## src/rtl/vga_sync_gen.sv

```systemverilog
// vga_sync_gen: 640x480@60 timing front end for the VGA colour stage.
// Divides the system clock down to a pixel tick and runs horizontal and
// vertical phase FSMs. Sync, display-enable and coordinate outputs are all
// registered from next-state values, so flags and coordinates change together.
// Optional build macro VGA_FRAME_COUNT_EN adds an 8-bit frame counter output.
module vga_sync_gen #(
  parameter int unsigned CLK_DIV   = 4,
  parameter int unsigned H_VISIBLE = 640,
  parameter int unsigned H_FRONT   = 16,
  parameter int unsigned H_SYNC    = 96,
  parameter int unsigned H_BACK    = 48,
  parameter int unsigned V_VISIBLE = 480,
  parameter int unsigned V_FRONT   = 10,
  parameter int unsigned V_SYNC    = 2,
  parameter int unsigned V_BACK    = 33
) (
  input  logic       clk,
  input  logic       reset,
  input  logic       enable,
  output logic       pixel_tick,
  output logic       hsync,
  output logic       vsync,
  output logic       display_on,
  output logic [9:0] pixel_x,
  output logic [9:0] pixel_y,
  output logic       frame_start
`ifdef VGA_FRAME_COUNT_EN
  , output logic [7:0] frame_count
`endif
);

  localparam int unsigned H_TOTAL = H_VISIBLE + H_FRONT + H_SYNC + H_BACK;
  localparam int unsigned V_TOTAL = V_VISIBLE + V_FRONT + V_SYNC + V_BACK;
  localparam int unsigned PW      = (CLK_DIV > 1) ? $clog2(CLK_DIV) : 1;

  localparam logic [PW-1:0] PRE_LAST = PW'(CLK_DIV - 1);

  // Count values at which each phase begins.
  localparam logic [9:0] H_FP_START = 10'(H_VISIBLE);
  localparam logic [9:0] H_SY_START = 10'(H_VISIBLE + H_FRONT);
  localparam logic [9:0] H_BP_START = 10'(H_VISIBLE + H_FRONT + H_SYNC);
  localparam logic [9:0] H_LAST     = 10'(H_TOTAL - 1);
  localparam logic [9:0] V_FP_START = 10'(V_VISIBLE);
  localparam logic [9:0] V_SY_START = 10'(V_VISIBLE + V_FRONT);
  localparam logic [9:0] V_BP_START = 10'(V_VISIBLE + V_FRONT + V_SYNC);
  localparam logic [9:0] V_LAST     = 10'(V_TOTAL - 1);

  typedef enum logic [1:0] {H_ACT, H_FP, H_SY, H_BP} h_state_e;
  typedef enum logic [1:0] {V_ACT, V_FP, V_SY, V_BP} v_state_e;

  logic [PW-1:0] pre_q, pre_d;
  logic          tick_q, tick_d;
  h_state_e      h_state_q, h_state_d;
  v_state_e      v_state_q, v_state_d;
  logic [9:0]    h_cnt_q, h_cnt_d;
  logic [9:0]    v_cnt_q, v_cnt_d;
  logic          hsync_q, hsync_d;
  logic          vsync_q, vsync_d;
  logic          disp_q, disp_d;
  logic          fs_q, fs_d;
  logic          line_end;
`ifdef VGA_FRAME_COUNT_EN
  logic [7:0]    fc_q, fc_d;
`endif

  // Prescaler: the tick is asserted in the clk where the prescaler sits at its last value.
  always_comb begin
    pre_d  = '0;
    tick_d = 1'b0;
    if (enable) begin
      pre_d  = (pre_q == PRE_LAST) ? '0 : pre_q + PW'(1);
      tick_d = (pre_d == PRE_LAST);
    end
  end

  // Horizontal phase FSM and pixel counter, stepped once per tick.
  always_comb begin
    h_state_d = h_state_q;
    h_cnt_d   = h_cnt_q;
    line_end  = tick_d && (h_cnt_q == H_LAST);
    if (!enable) begin
      h_state_d = H_ACT;
      h_cnt_d   = '0;
    end else if (tick_d) begin
      h_cnt_d = line_end ? '0 : h_cnt_q + 10'd1;
      case (h_state_q)
        H_ACT:   if (h_cnt_d == H_FP_START) h_state_d = H_FP;
        H_FP:    if (h_cnt_d == H_SY_START) h_state_d = H_SY;
        H_SY:    if (h_cnt_d == H_BP_START) h_state_d = H_BP;
        H_BP:    if (line_end)              h_state_d = H_ACT;
        default: h_state_d = H_ACT;
      endcase
    end
  end

  // Vertical phase FSM and line counter, stepped at the end of each line.
  always_comb begin
    v_state_d = v_state_q;
    v_cnt_d   = v_cnt_q;
    if (!enable) begin
      v_state_d = V_ACT;
      v_cnt_d   = '0;
    end else if (line_end) begin
      v_cnt_d = (v_cnt_q == V_LAST) ? '0 : v_cnt_q + 10'd1;
      case (v_state_q)
        V_ACT:   if (v_cnt_d == V_FP_START) v_state_d = V_FP;
        V_FP:    if (v_cnt_d == V_SY_START) v_state_d = V_SY;
        V_SY:    if (v_cnt_d == V_BP_START) v_state_d = V_BP;
        V_BP:    if (v_cnt_q == V_LAST)     v_state_d = V_ACT;
        default: v_state_d = V_ACT;
      endcase
    end
  end

  // Output flags derived from next-state so they align with the coordinates.
  always_comb begin
    hsync_d = (h_state_d != H_SY);
    vsync_d = (v_state_d != V_SY);
    disp_d  = (h_state_d == H_ACT) && (v_state_d == V_ACT);
    fs_d    = line_end && (v_cnt_q == V_LAST);
`ifdef VGA_FRAME_COUNT_EN
    fc_d    = fc_q;
    if (!enable)   fc_d = '0;
    else if (fs_d) fc_d = fc_q + 8'd1;
`endif
  end

  // State and output registers; reset returns everything to the visible origin.
  always_ff @(posedge clk or negedge reset) begin
    if (!reset) begin
      pre_q     <= '0;
      tick_q    <= 1'b0;
      h_state_q <= H_ACT;
      v_state_q <= V_ACT;
      h_cnt_q   <= '0;
      v_cnt_q   <= '0;
      hsync_q   <= 1'b1;
      vsync_q   <= 1'b1;
      disp_q    <= 1'b1;
      fs_q      <= 1'b0;
`ifdef VGA_FRAME_COUNT_EN
      fc_q      <= '0;
`endif
    end else begin
      pre_q     <= pre_d;
      tick_q    <= tick_d;
      h_state_q <= h_state_d;
      v_state_q <= v_state_d;
      h_cnt_q   <= h_cnt_d;
      v_cnt_q   <= v_cnt_d;
      hsync_q   <= hsync_d;
      vsync_q   <= vsync_d;
      disp_q    <= disp_d;
      fs_q      <= fs_d;
`ifdef VGA_FRAME_COUNT_EN
      fc_q      <= fc_d;
`endif
    end
  end

  assign pixel_tick  = tick_q;
  assign hsync       = hsync_q;
  assign vsync       = vsync_q;
  assign display_on  = disp_q;
  assign pixel_x     = h_cnt_q;
  assign pixel_y     = v_cnt_q;
  assign frame_start = fs_q;
`ifdef VGA_FRAME_COUNT_EN
  assign frame_count = fc_q;
`endif

endmodule

```

## config.mk

```make
export PLATFORM = sky130hd
export DESIGN_NAME = vga_sync_gen
export DESIGN_NICKNAME = d
export VERILOG_FILES = /design/src/rtl/vga_sync_gen.sv
export SDC_FILE = /design/constraint.sdc
export NUM_CORES = 1
export LEC_CHECK = 0
export BUFFER_PORTS_ARGS = -buffer_cell sky130_fd_sc_hd__buf_2
export CAP_MARGIN = 10
export CORE_ASPECT_RATIO = 0.6
export CORE_MARGIN = 2
export CORE_UTILIZATION = 60
export DETAILED_ROUTE_END_ITERATION = 10
export GPL_TIMING_DRIVEN = 0
export PLACE_DENSITY = 0.93
export SYNTH_ARGS = -nofsm -noshare
export SYNTH_HDL_FRONTEND = slang
export SYNTH_SLANG_ARGS = --single-unit
```

## constraint.sdc

```tcl
create_clock -name clk -period 4.1 [get_ports clk]
set_input_delay 0.615 -clock clk [delete_from_list [all_inputs] [get_ports clk]]
set_output_delay 0.615 -clock clk [all_outputs]
set_load 0.02 [all_outputs]
```

After elaboration in Yosys (flattened, before gate mapping)
Index checks and enable logic that the tools add are counted.
{"block": "totals", "reg_bits": 31, "input_bits": 3}
{"block": "classes", "n_addsub": 3, "n_eq_ne": 20, "mux": 23, "n_reduce_logical": 7}
{"cell": "2-to-1 mux 10 bit", "count": 6}
{"cell": "== test 10 bit, second input constant", "count": 5}
{"cell": "== test 10 x 9 -> 1 bit, second input constant", "count": 3}
{"cell": "2-to-1 mux 2 bit", "count": 14}
{"cell": "adder 10 x 1 -> 10 bit, second input constant", "count": 2}
{"cell": "one-hot mux 2 bit (4 select lines)", "count": 2}
{"cell": "== test 2 bit, second input constant", "count": 6}
{"cell": "logical NOT 2 bit", "count": 4}
{"cell": "== test 2 x 1 -> 1 bit, second input constant", "count": 2}
{"cell": "inequality test 2 x 1 -> 1 bit, second input constant", "count": 2}
{"cell": "inequality test 2 bit, second input constant", "count": 2}
{"cell": "logical AND 1 bit", "count": 3}
{"cell": "adder 2 x 1 -> 2 bit, second input constant", "count": 1}
{"cell": "2-to-1 mux 1 bit", "count": 1}

Longest topological paths before layout
{"block": "logic_depth", "word_depth": 13, "depth_mapped": 10, "mapped_depth_nobuf": 9}

Worst setup path before layout
Ideal clock, no wire load.
{"block": "synth_timing", "path_kind": "reg-to-reg", "start": "reg h_cnt_q[1], in the netlist pixel_x[1]", "end": "reg disp_q, in the netlist display_on", "t_arrival_ps": 2060, "t_required_ps": 4010, "path_slack_ps": 1950, "path_stages_with_launch": 9, "n_path_buf": 1, "period_less_slack_ps": 2150, "cell_sequence": "dfrtp_1 -> ha_1 -> buf_2 -> and3_1 -> xor2_1 -> nor3b_1 -> a31oi_1 -> a31o_1 -> nor4_2"}
{"block": "synth_between", "elab_chain_len": 10, "word_cells_on_any_way": 19}
{"item": "from (decl)", "line_no": "55", "source": "logic [9:0] h_cnt_q, h_cnt_d;"}
{"item": "from (signal assigned)", "line_no": "149", "source": "h_cnt_q <= h_cnt_d;"}
{"item": "branches (longest 5 deep; another with adder 10 x 1 -> 10 bit)"}
{"item": "one-hot mux 2 bit (4 select lines) (*)", "line_no": "86", "source": "case (h_state_q)"}
{"item": "2-to-1 mux 2 bit (*)", "line_no": "84", "source": "end else if (tick_d) begin"}
{"item": "2-to-1 mux 2 bit (*)", "line_no": "81", "source": "if (!enable) begin"}
{"item": "net h_state_d[0]", "line_no": "53", "source": "h_state_e h_state_q, h_state_d;"}
{"item": "logical NOT 2 bit (*)", "line_no": "119", "source": "disp_d = (h_state_d == H_ACT) && (v_state_d == V_ACT);"}
{"item": "logical AND 1 bit (*)", "line_no": "119"}
{"item": "net disp_d", "line_no": "59", "source": "logic disp_q, disp_d;"}
{"item": "to (signal assigned)", "line_no": "153", "source": "disp_q <= disp_d;"}
{"item": "to (decl)", "line_no": "59"}
Mark *: on every way through the listed nets, which the timed path passes.
A chain may end at the register's enable or synchronous reset.

Worst setup path in the final report
{"block": "layout_timing", "start": "reg pre_q[0]", "end": "reg disp_q, in the netlist display_on"}
{"block": "layout_between", "elab_chain_len": 13, "word_cells_on_any_way": 22}
{"item": "from (decl)", "line_no": "51", "source": "logic [PW-1:0] pre_q, pre_d;"}
{"item": "from (signal assigned)", "line_no": "145", "source": "pre_q <= pre_d;"}
{"item": "adder 2 x 1 -> 2 bit / == test 2 bit (equally long branches)", "line_no": "71", "source": "pre_d = (pre_q == PRE_LAST) ? '0 : pre_q + PW'(1);"}
{"item": "2-to-1 mux 2 bit (*)", "line_no": "71"}
{"item": "== test 2 bit (*)", "line_no": "72", "source": "tick_d = (pre_d == PRE_LAST);"}
{"item": "2-to-1 mux 1 bit (*)", "line_no": "70", "source": "if (enable) begin"}
{"item": "logical AND 1 bit", "line_no": "80", "source": "line_end = tick_d && (h_cnt_q == H_LAST);"}
{"item": "2-to-1 mux 10 bit", "line_no": "85", "source": "h_cnt_d = line_end ? '0 : h_cnt_q + 10'd1;"}
{"item": "== test 10 bit, on equally long branches", "line_no": "89, 87, 88"}
{"item": "2-to-1 mux 2 bit, on equally long branches", "line_no": "89, 87, 88"}
{"item": "one-hot mux 2 bit (4 select lines)", "line_no": "86"}
{"item": "2-to-1 mux 2 bit (*)", "line_no": "84"}
{"item": "2-to-1 mux 2 bit (*)", "line_no": "81"}
{"item": "net h_state_d[0]", "line_no": "53"}
{"item": "logical NOT 2 bit (*)", "line_no": "119"}
{"item": "logical AND 1 bit (*)", "line_no": "119"}
{"item": "net disp_d", "line_no": "59"}
Mark *: on every way through the listed nets, which the timed path passes. The rest lies on a longest branch.

==> run metrics <==
status finished clean; Post-Layout Cell Count 304; relative max-transition margin 54.8%; pwr dens 261 nW/um2; Slew Limit Fails 0; maximum vdd ir drop 0.162 mV; Final Hold Fails 0; FF+latch area 779 um2; die span in y 48.7 um; CTS H-tree lvls 2; number of gates resized after CTS 0; diode count 0; vias in the first global route 1,739; sequential area share after synthesis 39.0%; synthesized netlist net count 232; remaining antenna violation count after routing 0; Sw Share 23.8%; drt wl/cell 15.5 um; number of synthesized flops with an enable pin 0; Post-Route WL 4710 um; total global routing overflow 0; Final period util 59.5%; average size of a mapped cell 8.91 um2; warning count from the yosys run 0; Starting Density 62.0%; Clk network pwr share 42.3%; final hold slack 0.354 ns; met1 Usage GRT 40.0%; fin nets 266; Worst path depth 10; Comb power frac 5.3%; most frequent cells in the layout buf_2, dfrtp_1, nand2_1; CP startpoint kind flip-flop; vias per cell 6.05; Routability Congestion 0.826; pin count of the biggest net entering global routing 32; CTS Hold Buffers Added 0; CP arrival 2.64 ns; clock latency on the worst-skew pair 0.29 ns; critical path endpoint category flip-flop; critical path's slowest cell dfrtp_1; Final setup viols 0; Critical Path RT 4.30 ns; slowest stage delay, CP 0.35 ns; Mapped Area 2000 um2; Post-synth ARST share 100%; crit path time final 2.44 ns; TritonCTS clock tree yes; Iter 0 DRT Violations 286; # DRC 0; Cell variety after synth 49; first-pass iteration count of the detailed router 5; Seq cells post-synth 31; CTS buffer count 5; layout cell share with drive strength beyond 1 20.5%; Seq pwr share 52.5%; hpwl dp 3340 um; antenna violations before repair 0; Fin Clk Skew 0.00714 ns; Util after Layout 70.7%; cells after synthesis 224; met3 usage 7.46%; Switch Pwr 0.000142 W; Global Route Usage Sum 27.3%; Lkg Pwr 1.02 nW; met2 Usage GRT 39.4%; first-pass GRT wire length 8110 um; Port Buffer Count 27; total setup buffers inserted after CTS 0; crit-path leading delay family compound AO/OA/AOI/OAI gates; top_reg_cell synth dfrtp_1; reg2reg path depth 10; Clock Path Buffers 2; RSZ-0062 raised after global routing no; commonest non-fill, non-tap cell in the layout buf_2; P&R area growth vs syn 14.2%; Slew @ Worst Pin 0.678 ns; Rows 16; worst hold path type in -> async; Top Usage Layer GRT met1; total core area 3220 um2; Clock Root Buffer clkbuf_8; die width 78.5 um; CP Buf/Inv Count 2; Max-cap violations 0; kind of critical path reg -> reg; I/O Pins 28; Fin Setup TNS 0 ns; CP max FO 10; Achievable Freq 410 MHz; die area 3820 um2; Vias 1,840; dpl cells 296; clock sink count 31; Worst-path clk slew 0.07 ns; CP cell instances inv_1, ha_1, and4bb_1, nand4_1, buf_2, a21oi_1, a211oi_2, a31oi_1, a31o_1, nor4_2; area of the multi-input gates 1100 um2; Internal Dissipation 0.000454 W; fillcell total 239
-- through the flow --
step           setup WS [ns]  total power [W]  area, um2
3_3_place_gp            1.70         0.000349       2190
6_report                1.66         0.000596       2280
4_1_cts                 1.67         0.000595       2280
2_1_floorplan           1.95         0.000335       2000
3_5_place_dp            1.58         0.000350       2190
5_1_grt                 1.50         0.000615       2280
-- registers in the layout (all words and copies together) (netlist names) --
register     count
v_state_q        2
display_on       1
h_state_q        2
pixel_tick       1
frame_start      1
pixel_x         10
pre_q            2
pixel_y         10
vsync            1
hsync            1
-- cells in the mapped netlist, types with 6 or more instances --
cell      instances  area [um2]
o21ai_0           9        45.0
nand3_1          12        60.1
nor2b_1           7        43.8
buf_2             6        30.0
a21oi_1          10        50.1
nand2b_1          6        37.5
nand2_1          22        82.6
o21ai_1           6        30.0
nand4_1           7        43.8
dfrtp_1          28         701
inv_1             6        22.5
and2_1           11        68.8
clkbuf_1          7        26.3
nor2_1           10        37.5
xnor2_1           8        70.1
-- layer usage --
layer	wire [um]	vias up
met1	2090	855
met2	2010	107
li1	-	861
met3	520	17
met4	90	0
met5	0	-
-- area by class of cell --
cell class                 instances  area share, %
clock buffer                       7           3.79
tap                               45           2.47
timing repair buffer              27           5.93
buffer                            17           4.28
sequential                        31           34.2
multi-input combinational        170           48.1
clock inverter                     1          0.220
inverter                           6          0.988
-- power groups by stage --
stage	registers [W]	clock network, W	logic, W
after floorplan	0.000319	0	0.0000154
after global placement	0.000318	0	0.0000310
after detailed placement	0.000318	0	0.0000315
after CTS	0.000312	0.000251	0.0000316
after global routing	0.000313	0.000267	0.0000356
final	0.000313	0.000252	0.0000315
-- logic make-up after synthesis --
family | Yosys count | synth area share, %
muxes | 1 | 0.501
and+or+nand+nor | 101 | 29.4
buffers and inverters | 23 | 6.02
DFF | 31 | 39.0
xor gates and xnor gates | 13 | 5.70
adders and majority gates | 5 | 3.13
AOI/OAI and AO/OA | 50 | 16.2
-- path summary, 6_finish.rpt --
kind / start / end / slack (ns)
worst max-delay path: pre_q[0]$_DFF_PN0_ / display_on$_DFF_PN1_ / 1.66
worst min-delay path: reset / pixel_y[3]$_DFFE_PN0P_ / 0.35
worst max register to register: pre_q[0]$_DFF_PN0_ / display_on$_DFF_PN1_ / 1.66
worst min register to register: pre_q[0]$_DFF_PN0_ / pre_q[0]$_DFF_PN0_ / 0.44
max in group asynchronous: reset / pixel_x[8]$_DFFE_PN0P_ / 3.30
min in group clk: pre_q[0]$_DFF_PN0_ / pre_q[0]$_DFF_PN0_ / 0.44
Note: power is estimated with default switching activity, not from simulation.
